`config.mk`:
```
export PLATFORM = sky130hd
export DESIGN_NAME = rom_loader_flat
export DESIGN_NICKNAME = d
export VERILOG_FILES = /design/src/rtl/rom_loader_if.sv /design/src/rtl/rom_loader.sv /design/src/flat_wrapper.sv
export SDC_FILE = /design/constraint.sdc
export NUM_CORES = 1
export LEC_CHECK = 0
export BUFFER_PORTS_ARGS = -buffer_cell sky130_fd_sc_hd__buf_2
export CORE_MARGIN = 2
export CORE_UTILIZATION = 35
export DETAILED_ROUTE_END_ITERATION = 8
export HOLD_SLACK_MARGIN = 0.03
export MAX_ROUTING_LAYER = met4
export PLACE_DENSITY = 0.6
export SETUP_SLACK_MARGIN = 0.5
export SYNTH_ARGS = -nofsm -noshare
export SYNTH_HDL_FRONTEND = slang
export SYNTH_SLANG_ARGS = --single-unit
export TNS_END_PERCENT = 50
```
`constraint.sdc`:
```
create_clock -name clk_25 -period 9.4 [get_ports clk_25]
set_clock_uncertainty 0.05 [all_clocks]
set_input_delay 0.47 -clock clk_25 [delete_from_list [all_inputs] [get_ports clk_25]]
set_output_delay 0.47 -clock clk_25 [all_outputs]
set_load 0.01 [all_outputs]
```
`src/rtl/rom_loader_if.sv`:
```
// Download bus between the HPS byte stream and the loader, plus the
// loader's write port toward the core ROMs.
interface rom_loader_if;
    logic        ioctl_download;
    logic        ioctl_wr;
    logic [24:0] ioctl_addr;
    logic [7:0]  ioctl_dout;
    logic [15:0] dn_addr;
    logic [7:0]  dn_data;
    logic        dn_wr;
    logic [1:0]  rom_sel;

    // Download source: drives the ioctl stream, observes ROM writes.
    modport master (
        output ioctl_download, ioctl_wr, ioctl_addr, ioctl_dout,
        input  dn_addr, dn_data, dn_wr, rom_sel
    );

    // Loader: consumes the ioctl stream, drives the ROM write port.
    modport slave (
        input  ioctl_download, ioctl_wr, ioctl_addr, ioctl_dout,
        output dn_addr, dn_data, dn_wr, rom_sel
    );
endinterface

```
`src/rtl/rom_loader.sv`:
```
// ROM loader: splits a sequential HPS download into program and vector
// ROM writes, validates the stream, sums accepted bytes and holds the
// game core in reset until a complete, well-formed image has landed.
module rom_loader #(
    parameter int unsigned PROG_BYTES  = 8192,
    parameter int unsigned VROM_BYTES  = 4096,
    parameter int unsigned HOLD_CYCLES = 16
) (
    input  logic              clk_25,
    input  logic              reset,
    rom_loader_if.slave       bus,
    output logic              load_done,
    output logic              load_err,
    output logic [15:0]       checksum,
    output logic              core_reset
);

    localparam logic [24:0] PROG_LIMIT  = 25'(PROG_BYTES);
    localparam logic [24:0] TOTAL_BYTES = 25'(PROG_BYTES + VROM_BYTES);
    localparam int          HOLD_W      = (HOLD_CYCLES > 1) ? $clog2(HOLD_CYCLES) : 1;
    localparam logic [HOLD_W-1:0] HOLD_LAST = HOLD_W'(HOLD_CYCLES - 1);

    typedef enum logic [2:0] {
        ST_IDLE = 3'd0,
        ST_LOAD = 3'd1,
        ST_HOLD = 3'd2,
        ST_DONE = 3'd3,
        ST_ERR  = 3'd4
    } state_t;

    // One-hot ROM select for an absolute stream address.
    function automatic logic [1:0] region_sel(input logic [24:0] addr);
        logic [1:0] sel;
        if (addr < PROG_LIMIT) begin
            sel = 2'b01;
        end else begin
            sel = 2'b10;
        end
        return sel;
    endfunction

    // Region-relative byte address; the vector ROM starts at zero.
    function automatic logic [15:0] region_offset(input logic [24:0] addr);
        logic [24:0] rel;
        if (addr < PROG_LIMIT) begin
            rel = addr;
        end else begin
            rel = addr - PROG_LIMIT;
        end
        return rel[15:0];
    endfunction

    state_t            state_q,     state_d;
    logic              dl_prev_q,   dl_prev_d;
    logic [24:0]       count_q,     count_d;
    logic              err_flag_q,  err_flag_d;
    logic [HOLD_W-1:0] hold_cnt_q,  hold_cnt_d;
    logic [15:0]       checksum_q,  checksum_d;
    logic              load_done_q, load_done_d;
    logic              load_err_q,  load_err_d;
    logic              core_rst_q,  core_rst_d;
    logic              dn_wr_q,     dn_wr_d;
    logic [15:0]       dn_addr_q,   dn_addr_d;
    logic [7:0]        dn_data_q,   dn_data_d;
    logic [1:0]        rom_sel_q,   rom_sel_d;

    logic              rise_s;
    logic              fall_s;
    logic              byte_ok_s;

    // Download edge detection and in-order / in-range test of the current strobe.
    always_comb begin
        rise_s    = bus.ioctl_download & ~dl_prev_q;
        fall_s    = ~bus.ioctl_download & dl_prev_q;
        byte_ok_s = (bus.ioctl_addr == count_q) && (bus.ioctl_addr < TOTAL_BYTES);
    end

    // Next-state and next-output computation for the whole loader.
    always_comb begin
        state_d     = state_q;
        dl_prev_d   = bus.ioctl_download;
        count_d     = count_q;
        err_flag_d  = err_flag_q;
        hold_cnt_d  = hold_cnt_q;
        checksum_d  = checksum_q;
        load_done_d = load_done_q;
        load_err_d  = load_err_q;
        dn_wr_d     = 1'b0;
        dn_addr_d   = dn_addr_q;
        dn_data_d   = dn_data_q;
        rom_sel_d   = 2'b00;

        case (state_q)
            ST_IDLE, ST_DONE, ST_ERR: begin
                if (rise_s) begin
                    state_d     = ST_LOAD;
                    count_d     = 25'd0;
                    err_flag_d  = 1'b0;
                    checksum_d  = 16'd0;
                    load_done_d = 1'b0;
                    load_err_d  = 1'b0;
                end else begin
                    state_d = state_q;
                end
            end

            ST_LOAD: begin
                // The strobe is judged first so a byte landing on the
                // falling edge still counts toward completeness.
                if (bus.ioctl_wr) begin
                    if (byte_ok_s) begin
                        count_d    = count_q + 25'd1;
                        checksum_d = checksum_q + {8'd0, bus.ioctl_dout};
                        dn_wr_d    = 1'b1;
                        dn_addr_d  = region_offset(bus.ioctl_addr);
                        dn_data_d  = bus.ioctl_dout;
                        rom_sel_d  = region_sel(bus.ioctl_addr);
                    end else begin
                        err_flag_d = 1'b1;
                    end
                end else begin
                    err_flag_d = err_flag_q;
                end

                if (fall_s) begin
                    if ((count_d == TOTAL_BYTES) && !err_flag_d) begin
                        state_d    = ST_HOLD;
                        hold_cnt_d = '0;
                    end else begin
                        state_d    = ST_ERR;
                        load_err_d = 1'b1;
                    end
                end else begin
                    state_d = ST_LOAD;
                end
            end

            ST_HOLD: begin
                if (hold_cnt_q == HOLD_LAST) begin
                    state_d     = ST_DONE;
                    load_done_d = 1'b1;
                end else begin
                    hold_cnt_d = hold_cnt_q + {{(HOLD_W-1){1'b0}}, 1'b1};
                end
            end

            default: begin
                state_d = ST_IDLE;
            end
        endcase

        // The core only runs once the loader has settled in DONE.
        core_rst_d = (state_d != ST_DONE);
    end

    // State and output registers; the download history resets high so a
    // download still active across reset is never taken as a fresh start.
    always_ff @(posedge clk_25 or posedge reset) begin
        if (reset) begin
            state_q     <= ST_IDLE;
            dl_prev_q   <= 1'b1;
            count_q     <= 25'd0;
            err_flag_q  <= 1'b0;
            hold_cnt_q  <= '0;
            checksum_q  <= 16'd0;
            load_done_q <= 1'b0;
            load_err_q  <= 1'b0;
            core_rst_q  <= 1'b1;
            dn_wr_q     <= 1'b0;
            dn_addr_q   <= 16'd0;
            dn_data_q   <= 8'd0;
            rom_sel_q   <= 2'b00;
        end else begin
            state_q     <= state_d;
            dl_prev_q   <= dl_prev_d;
            count_q     <= count_d;
            err_flag_q  <= err_flag_d;
            hold_cnt_q  <= hold_cnt_d;
            checksum_q  <= checksum_d;
            load_done_q <= load_done_d;
            load_err_q  <= load_err_d;
            core_rst_q  <= core_rst_d;
            dn_wr_q     <= dn_wr_d;
            dn_addr_q   <= dn_addr_d;
            dn_data_q   <= dn_data_d;
            rom_sel_q   <= rom_sel_d;
        end
    end

    assign bus.dn_wr   = dn_wr_q;
    assign bus.dn_addr = dn_addr_q;
    assign bus.dn_data = dn_data_q;
    assign bus.rom_sel = rom_sel_q;
    assign load_done   = load_done_q;
    assign load_err    = load_err_q;
    assign checksum    = checksum_q;
    assign core_reset  = core_rst_q;

endmodule

```
`src/flat_wrapper.sv`:
```
// flat-port wrapper written by rule: the top's interface ports become plain ports
module rom_loader_flat 
#(
    parameter int unsigned PROG_BYTES  = 8192,
    parameter int unsigned VROM_BYTES  = 4096,
    parameter int unsigned HOLD_CYCLES = 16
)
  (clk_25, reset, load_done, load_err, checksum, core_reset, bus_ioctl_download, bus_ioctl_wr, bus_ioctl_addr, bus_ioctl_dout, bus_dn_addr, bus_dn_data, bus_dn_wr, bus_rom_sel);
  rom_loader_if bus_i ();
  input  logic clk_25;
  input  logic reset;
  output logic load_done;
  output logic load_err;
  output logic [15:0] checksum;
  output logic core_reset;
  input wire logic [$bits(bus_i.ioctl_download)-1:0] bus_ioctl_download;
  input wire logic [$bits(bus_i.ioctl_wr)-1:0] bus_ioctl_wr;
  input wire logic [$bits(bus_i.ioctl_addr)-1:0] bus_ioctl_addr;
  input wire logic [$bits(bus_i.ioctl_dout)-1:0] bus_ioctl_dout;
  output wire logic [$bits(bus_i.dn_addr)-1:0] bus_dn_addr;
  output wire logic [$bits(bus_i.dn_data)-1:0] bus_dn_data;
  output wire logic [$bits(bus_i.dn_wr)-1:0] bus_dn_wr;
  output wire logic [$bits(bus_i.rom_sel)-1:0] bus_rom_sel;
  assign bus_i.ioctl_download = bus_ioctl_download;
  assign bus_i.ioctl_wr = bus_ioctl_wr;
  assign bus_i.ioctl_addr = bus_ioctl_addr;
  assign bus_i.ioctl_dout = bus_ioctl_dout;
  assign bus_dn_addr = bus_i.dn_addr;
  assign bus_dn_data = bus_i.dn_data;
  assign bus_dn_wr = bus_i.dn_wr;
  assign bus_rom_sel = bus_i.rom_sel;
  rom_loader #(.PROG_BYTES(PROG_BYTES), .VROM_BYTES(VROM_BYTES), .HOLD_CYCLES(HOLD_CYCLES)) u_core (.clk_25(clk_25), .reset(reset), .bus(bus_i), .load_done(load_done), .load_err(load_err), .checksum(checksum), .core_reset(core_reset));
endmodule
```
==> metrics.txt <==
outcome=completed; die height=116.1 um; met1 usage=0.2594; Crit path max-delay family=simple AND/OR/NAND/NOR gates; WP data arrival=4.22 ns; initial drt markers=186; most frequent CP cell=xor2_1; Setup crit end kind=flip-flop; post-DP HPWL=8142 um; nets=605; R2R Path Start=u_core.count_q[2]$_DFFE_PP0P_; Post-synth ARST share=1.000; relative slew slack=0.3493; Die Width=116.1 um; first-pass GRT wire length=18,840 um; Fin. Hold Viols=0; Vias=3,703; CTS clk-pin slew, worst paths=0.06 ns; Achievable Freq=0.2462 GHz; Seq/Total Area, Yosys=0.4558; gr usage total=0.1856; via/cell ratio=5.087; Largest stage delay, worst path=0.76 ns; Setup Buffers After CTS=0; P_leak=0.002691 uW; WL per Instance=15.60 um; IO buf count=82; CTS sink count=80; Std-Cell Rows=40; CTS tree=done; Pins Over Slew Limit=0; initial antenna violation count=0; Mapped Area=4398 um^2; Max FO, Critical Path=31; clock latency on the worst-skew pair=0.35 ns; Syn Nets=534; post-layout util=0.4315; final wirelength=11,360 um; Critical Path Start Type=flip-flop; critical path depth=9; M3 GR Usage=0.04048; hold buffers post-CTS=0; Core Area=12,160 um^2; reg-to-reg endpoint=u_core.checksum[9]$_DFFE_PP0P_; max_cap viols=0; PwrDens=159.6 nW/um^2; Post-DRT Antenna Nets=0; Tmin final=4.062 ns; Starting Density=0.3616; Primary FF master, synth=dfrtp_1; number of diodes=0; CP Class=reg2reg; Worst path slowest cell=inv_1; synthesis-stage register bit count=80; RSZ-0062 raised after global routing=false; first-pass detailed-route iteration total=4; GR peak layer=met2; DRC errors left=0; Synth cell types=59; HP Class=in2async; root buffer cell=clkbuf_16; final setup vio count=0; worst-path cell chain=xor2_1 -> nor4_1 -> nand4_4 -> nor3_2 -> nand2_1 -> inv_1 -> nand4_1 -> xor2_1 -> nor2_1; reg2reg path depth=9; cts bufs inserted=9; setup TNS=0 ns; WP data required=9.56 ns; Least-Margin Pin Slew=0.9750 ns; H-tree depth=3; synthesized area per cell=9.087 um^2; Max Root-Sink Buffers=2; largest net degree at the start of global routing=48; die area=13,480 um^2; Worst VDD drop=0.1269 mV; total grt overflow=0; Post-Synthesis Cells=484; Post-synth EDFFs=0; RD Place Congestion=0.9832; r2r setup slk=5.34 ns; Area Overhead vs Synth=19.32%; # IOs=83; layout cells sized above 1=0.2232; Yosys warning count=0; Min Hold Slack=0.1195 ns; vias in the first global route=3,658; grt met2 use=0.2721; WP buf/inv=1; Tcrit/Tclk final=0.4322; Resize count post-CTS=0
-- metrics by stage --
stage	cells	area [um^2]	total power (uW)	setup WS [ns]
6_report	728	5248	837.4	5.338
5_1_grt	728	5248	872.6	4.991
4_1_cts	728	5248	843.8	5.390
3_5_place_dp	712	4932	463.6	5.268
3_3_place_gp	712	4932	463.1	5.430
2_1_floorplan	484	4398	427.0	6.131
-- area by class of cell --
cell class,count,area [um^2]
clock inverter,3,65.06
clock buffer,13,250.2
sequential,80,2004
multi-input combinational,368,2242
fill,1207,6914
tap,168,210.2
timing repair buffer,85,432.9
inverter,11,42.54
-- synth_stat cells, types with 4 or more instances --
cell	n	area (um^2)
nor4_1	10	62.56
or2_2	5	31.28
xnor2_1	11	96.34
and2_1	15	93.84
nand2_1	102	382.9
o21ai_0	33	165.2
nand3_1	16	80.08
dfrtp_1	78	1952
xor2_1	29	254.0
clkbuf_1	16	60.06
nor2_1	28	105.1
and3_1	8	50.05
a31oi_1	4	25.02
or3_1	4	25.02
nor3_1	6	30.03
buf_2	7	35.03
ha_1	12	150.1
nand4_1	13	81.33
o31ai_1	4	30.03
a21oi_1	16	80.08
inv_1	11	41.29
o21bai_1	4	30.03
-- how the worst max path moves through the flow --
stage                                              from                         endpoint  slack [ns]
after floorplan                      bus_ioctl_addr[19]      u_core.core_reset$_DFF_PP1_        6.13
after global placement                bus_ioctl_addr[2]  u_core.checksum[13]$_DFFE_PP0P_        5.43
after detailed placement             bus_ioctl_addr[20]   u_core.checksum[9]$_DFFE_PP0P_        5.27
after CTS                 u_core.count_q[2]$_DFFE_PP0P_   u_core.checksum[9]$_DFFE_PP0P_        5.39
after global routing      u_core.count_q[2]$_DFFE_PP0P_   u_core.checksum[9]$_DFFE_PP0P_        4.99
final                     u_core.count_q[2]$_DFFE_PP0P_   u_core.checksum[9]$_DFFE_PP0P_        5.34
-- power by group --
part	internal [uW]	total (uW)	switching [uW]
logic	32.8	99.5	66.7
registers	352	358	6.17
clock network	240	380	140
-- routing by layer --
metal  share of wire  routed length (um)
met4           0.014                 163
met5               0                   0
met1            0.48                5471
met2            0.45                5064
met3           0.058                 659
-- flip-flops by register name, indices dropped and copies added, names as in the netlist --
name / cells
u_core.bus.dn_addr: 16
u_core.bus.dn_data: 8
u_core.bus.dn_wr: 1
u_core.bus.rom_sel: 2
u_core.checksum: 16
u_core.core_reset: 1
u_core.count_q: 25
u_core.dl_prev_q: 1
u_core.err_flag_q: 1
u_core.hold_cnt_q: 4
u_core.load_done: 1
u_core.load_err: 1
u_core.state_q: 3
-- cell usage in the layout, fill, tap and decap left out, drive strengths merged, types with 3 or more instances in the layout --
| master | Yosys | layout |
|---|---|---|
| nand2 | 102 | 102 |
| buf | 9 | 85 |
| dfrtp | 78 | 78 |
| o21ai | 33 | 33 |
| xor2 | 29 | 29 |
| nor2 | 28 | 28 |
| a21oi | 17 | 17 |
| nand3 | 16 | 16 |
| and2 | 16 | 16 |
| nand4 | 14 | 14 |
| clkbuf | 16 | 13 |
| ha | 12 | 12 |
| nor4 | 12 | 12 |
| xnor2 | 11 | 11 |
| inv | 11 | 10 |
| and3 | 8 | 8 |
| nor3 | 7 | 7 |
| or3 | 6 | 6 |
| or2 | 5 | 5 |
| o21bai | 4 | 4 |
| a31oi | 4 | 4 |
| o31ai | 4 | 4 |
| or4 | 4 | 4 |
| mux2 | 3 | 3 |
| nand2b | 3 | 3 |
| mux2i | 3 | 3 |
| o21a | 3 | 3 |
-- logic make-up after synthesis --
| family | Yosys count | synth area share |
|---|---|---|
| compound gates | 78 | 0.1084 |
| xor+xnor | 40 | 0.07966 |
| fa+ha+maj | 13 | 0.03869 |
| buf+inv | 36 | 0.03442 |
| flops | 80 | 0.4558 |
| mux | 6 | 0.01451 |
| simple gates | 231 | 0.2686 |
(Power assumes the default switching activity.)
